`src/rtl/d_e_reg.sv`:
```
// D/E pipeline register with E-stage operand forwarding.
// Bubbles on stall; operands are selected combinationally from M/W bypass data.
module d_e_reg (
    input  logic        clk,
    input  logic        reset,
    input  logic        stall,
    input  logic [31:0] D_pc,
    input  logic [31:0] D_instr,
    input  logic [31:0] D_rs_data,
    input  logic [31:0] D_rt_data,
    input  logic [31:0] D_ext,
    input  logic [2:0]  D_alu_op,
    input  logic        D_alusrc,
    input  logic [4:0]  D_rs,
    input  logic [4:0]  D_rt,
    input  logic [4:0]  D_wa,
    input  logic [1:0]  D_tnew,
    input  logic [4:0]  M_wa,
    input  logic [31:0] M_wd,
    input  logic        M_fwd_ok,
    input  logic [4:0]  W_wa,
    input  logic [31:0] W_wd,
    output logic [31:0] E_pc,
    output logic [31:0] E_instr,
    output logic [4:0]  E_rs,
    output logic [4:0]  E_rt,
    output logic [4:0]  E_wa,
    output logic [1:0]  E_tnew,
    output logic [2:0]  E_op,
    output logic [31:0] E_rt_fwd,
    output logic [31:0] E_data1,
    output logic [31:0] E_data2
);

    localparam int unsigned DW = 32;

    logic [DW-1:0] rs_data_q;
    logic [DW-1:0] rt_data_q;
    logic [DW-1:0] ext_q;
    logic          alusrc_q;
    logic [DW-1:0] fwd_rs;

    // Reset and stall both load the all-zero bubble (sll $0,$0,0).
    always_ff @(posedge clk) begin
        if (reset || stall) begin
            E_pc      <= '0;
            E_instr   <= '0;
            rs_data_q <= '0;
            rt_data_q <= '0;
            ext_q     <= '0;
            E_op      <= '0;
            alusrc_q  <= 1'b0;
            E_rs      <= '0;
            E_rt      <= '0;
            E_wa      <= '0;
            E_tnew    <= '0;
        end else begin
            E_pc      <= D_pc;
            E_instr   <= D_instr;
            rs_data_q <= D_rs_data;
            rt_data_q <= D_rt_data;
            ext_q     <= D_ext;
            E_op      <= D_alu_op;
            alusrc_q  <= D_alusrc;
            E_rs      <= D_rs;
            E_rt      <= D_rt;
            E_wa      <= D_wa;
            E_tnew    <= D_tnew;
        end
    end

    // M wins over W; register 0 is never forwarded.
    always_comb begin
        fwd_rs   = rs_data_q;
        E_rt_fwd = rt_data_q;
        if (E_rs != 5'd0 && E_rs == M_wa && M_fwd_ok) begin
            fwd_rs = M_wd;
        end else if (E_rs != 5'd0 && E_rs == W_wa) begin
            fwd_rs = W_wd;
        end
        if (E_rt != 5'd0 && E_rt == M_wa && M_fwd_ok) begin
            E_rt_fwd = M_wd;
        end else if (E_rt != 5'd0 && E_rt == W_wa) begin
            E_rt_fwd = W_wd;
        end
        E_data1 = fwd_rs;
        E_data2 = alusrc_q ? ext_q : E_rt_fwd;
    end

endmodule

```
`config.mk`:
```
export PLATFORM = sky130hd
export DESIGN_NAME = d_e_reg
export DESIGN_NICKNAME = d
export VERILOG_FILES = /design/src/rtl/d_e_reg.sv
export SDC_FILE = /design/constraint.sdc
export NUM_CORES = 1
export LEC_CHECK = 0
export ABC_AREA = 1
export CAP_MARGIN = 20
export CORE_AREA = 2 2 169 171
export CTS_CLUSTER_DIAMETER = 80
export DETAILED_ROUTE_END_ITERATION = 16
export DIE_AREA = 0 0 171 173
export DONT_BUFFER_PORTS = 1
export GPL_ROUTABILITY_DRIVEN = 0
export HOLD_SLACK_MARGIN = 0.15
export SLEW_MARGIN = 15
export SYNTH_ARGS = -nofsm -noshare
export SYNTH_HDL_FRONTEND = slang
export SYNTH_SLANG_ARGS = --single-unit
```
`constraint.sdc`:
```
create_clock -name clk -period 1.4 [get_ports clk]
set_input_delay 0.28 -clock clk [delete_from_list [all_inputs] [get_ports clk]]
set_output_delay 0.28 -clock clk [all_outputs]
set_load 0.05 [all_outputs]
```
==> out/results.ini <==
[outcome]
run_status = finished, violations left
violated_checks = negative setup slack

[routing]
drt_first_iter_violations = 320
vias = 7892
route.met2.wl_mm = 17.4
viasPerCell = 4.58
wl_met3_mm = 2.53
wirelength_met1_mm = 12.3
drt_wl_total_mm = 32.9
remaining_design_rule_violation_count = 0
route.top_layer_used = met4
drt_first_pass_iters = 5
drt-wirelength-per-cell_um = 19.1
final_antenna_net_count = 0

[synthesis]
yosys-top-cells-area = sky130_fd_sc_hd__dfxtp_1 45%, sky130_fd_sc_hd__inv_1 10%, sky130_fd_sc_hd__nand2_1 9.8%
postSynthRegisterBits = 181
post_synth_inst_count = 1117
post-synth-top-area-cell = sky130_fd_sc_hd__dfxtp_1
average_cell_area_after_synthesis_sq_um = 7.21
syn-num-nets = 1376
post_synth_cell_types = 28
synth.cell_area_sq_um = 8050
synth_seq_area_share_pct = 45.0
total_number_of_yosys_warnings = 0
synth_top_area_share_pct = 45.0

[final_layout]
post_route_cells_drive_above_1_share_pct = 31.3
area.growth.synth_to_final_pct = 71.2
post-route-util_pct = 49.9
filler_cell_count = 2504
finalNetCount = 1592

[critical_path]
worstSetupEndpointType = output port
timing.critical_path.cells = inv_2 -> nand2_2 -> nand4_4 -> nor2_4 -> buf_12 -> nand2_8 -> clkbuf_16 -> nand3_4 -> and2_4
path_class = register to output port
crit_fanout = 5
critPathTopFamily = simple AND/OR/NAND/NOR gates
worst_ep_arrival_time_ns = 2.01
buffers_and_inverters_on_the_worst_path = 3
slowest_delay_ns = 0.38
worst_ep_required_time_ns = 1.12
cp-start-kind = register
worst_path_max_delay_cell = sky130_fd_sc_hd__dfxtp_4

[die]
num_rows = 61
die_width_um = 171
die_y_um = 173
floorplan.initialDensity_pct = 29.1
io_pins = 439
coreArea_sq_um = 27600
floorplan.die_area_sq_um = 29600

[sta]
grt_setup_unrepaired = true
hold-worst-slack_ns = 0.256
final_period_minus_worst_setup_slack_ns = 2.29
total_negative_slack_ns = -80.39
final_report_hold_violation_count = 0
slew_headroom_pct = 65.7
setup_viol = 96
finalCritPeriodShare_pct = 164
finalWorstSetupSlack_ns = -0.893
timing_max_transition_violations_final = 0
max_clock_freq_mhz = 436
tightest_slew_ns = 0.513

[min_path]
hold_path.class = input port to register

[clock_tree]
tritoncts = done
clock_edge_transition_at_the_registers_on_the_reported_setup_and_hold_paths_ns = 0.07
tritoncts_num_sinks = 181
cts-buffers-inserted = 17
cts.root.buffer_cell = sky130_fd_sc_hd__clkbuf_16
clock_tree.buffer_depth = 2
htreeDepth = 4

[grt]
first_global_vias = 8141
grt_antenna_before_repair = 1
grt_pass1_wl_mm = 45.6
pin_count_of_the_biggest_net_entering_global_routing = 44
grt_overflow_total = 0
total_routing_resource_utilization_after_global_routing_pct = 20.1

[pwr]
max-vdd-ir-drop_uv = 667
leakagePower_nw = 6.57
power_w = 0.0133
pd_cells_nw_per_um2 = 963

[job]
maxCapViolations = 0

[placement]
hpwl_mm = 22.1
place_ws_ns = -0.527
io_buffers = 0

[kinds of logic after synthesis]
logic type                share of synthesized area (%)
AOI/OAI and AO/OA                                0.0778
and+or+nand+nor                                    39.0
DFF                                                45.0
buffers and inverters                              14.6
xor gates and xnor gates                           1.31
[flip-flops by register name, summed over array words and instances, names as in the netlist]
name and cells:
ext_q 32, E_op 3, rs_data_q 32, alusrc_q 1, E_rs 5, rt_data_q 32, E_instr 32, E_rt 5
E_pc 32, E_tnew 2, E_wa 5
[area by class of cell]
cell class              count  area [sq um]  area share, %
well taps                 378           473           3.43
repair buffers            256          2980           21.6
clock buffers              17           425           3.09
inverters                 224           853           6.19
multi-input cells         653          5220           37.9
flip-flops and latches    181          3670           26.6
diodes                      1          2.50         0.0182
clock inverters            14           155           1.13
[per-stage QoR]
step           area [sq um]  instances
2_1_floorplan          9110       1117
3_3_place_gp           9890       1489
3_5_place_dp           9890       1489
4_1_cts               12800       1712
5_1_grt               13800       1724
6_report              13800       1724
[metal layers]
layer / track usage [%] / vias to the layer above
li1: - / 3743
met5: 0 / -
met2: 37.5 / 390
met4: 6.43 / 0
met1: 21.5 / 3722
met3: 5.77 / 37
[layout by cell type (no fill, tap or decap), drive strengths merged, types with 2 or more instances in the layout]
| cell | count |
|---|---|
| and2 | 32 |
| buf | 68 |
| clkbuf | 24 |
| clkinv | 6 |
| dfxtp | 181 |
| dlygate4sd3 | 181 |
| inv | 232 |
| nand2 | 216 |
| nand3 | 131 |
| nand3b | 64 |
| nor2 | 190 |
| nor3 | 3 |
| or2 | 2 |
| xnor2 | 6 |
| xor2 | 6 |
[Yosys cell counts (all sizes together)]
library cell  count
clkbuf           20
inv             224
nand4             1
nand3b           64
xor2              6
xnor2             6
nor2            190
o22ai             1
nor4              1
or2               2
buf              40
nand3           131
nor3              3
and2             32
nand2           215
dfxtp           181
[path summary, 6_finish.rpt]
path	start	endpoint	depth (start not counted)
setup / recovery	E_rt[4]$_SDFF_PP0_	E_rt_fwd[1]	9
hold / removal	reset	ext_q[4]$_SDFF_PP0_	2
[where the power goes]
part | internal, W | switching [W]
registers | 0.00534 | 0.000380
logic | 0.00106 | 0.00167
clock network | 0.00239 | 0.00242
[repair_timing]
item,in CTS,in global routing
setup buffers,11,3
resized for setup,66,141
pin swaps,52,85
endpoints found under the hold margin,181,0
endpoints found under the setup margin,99,100
gates cloned,3,10
hold buffers,181,0
No activity file was read; power rests on OpenSTA's default activity.
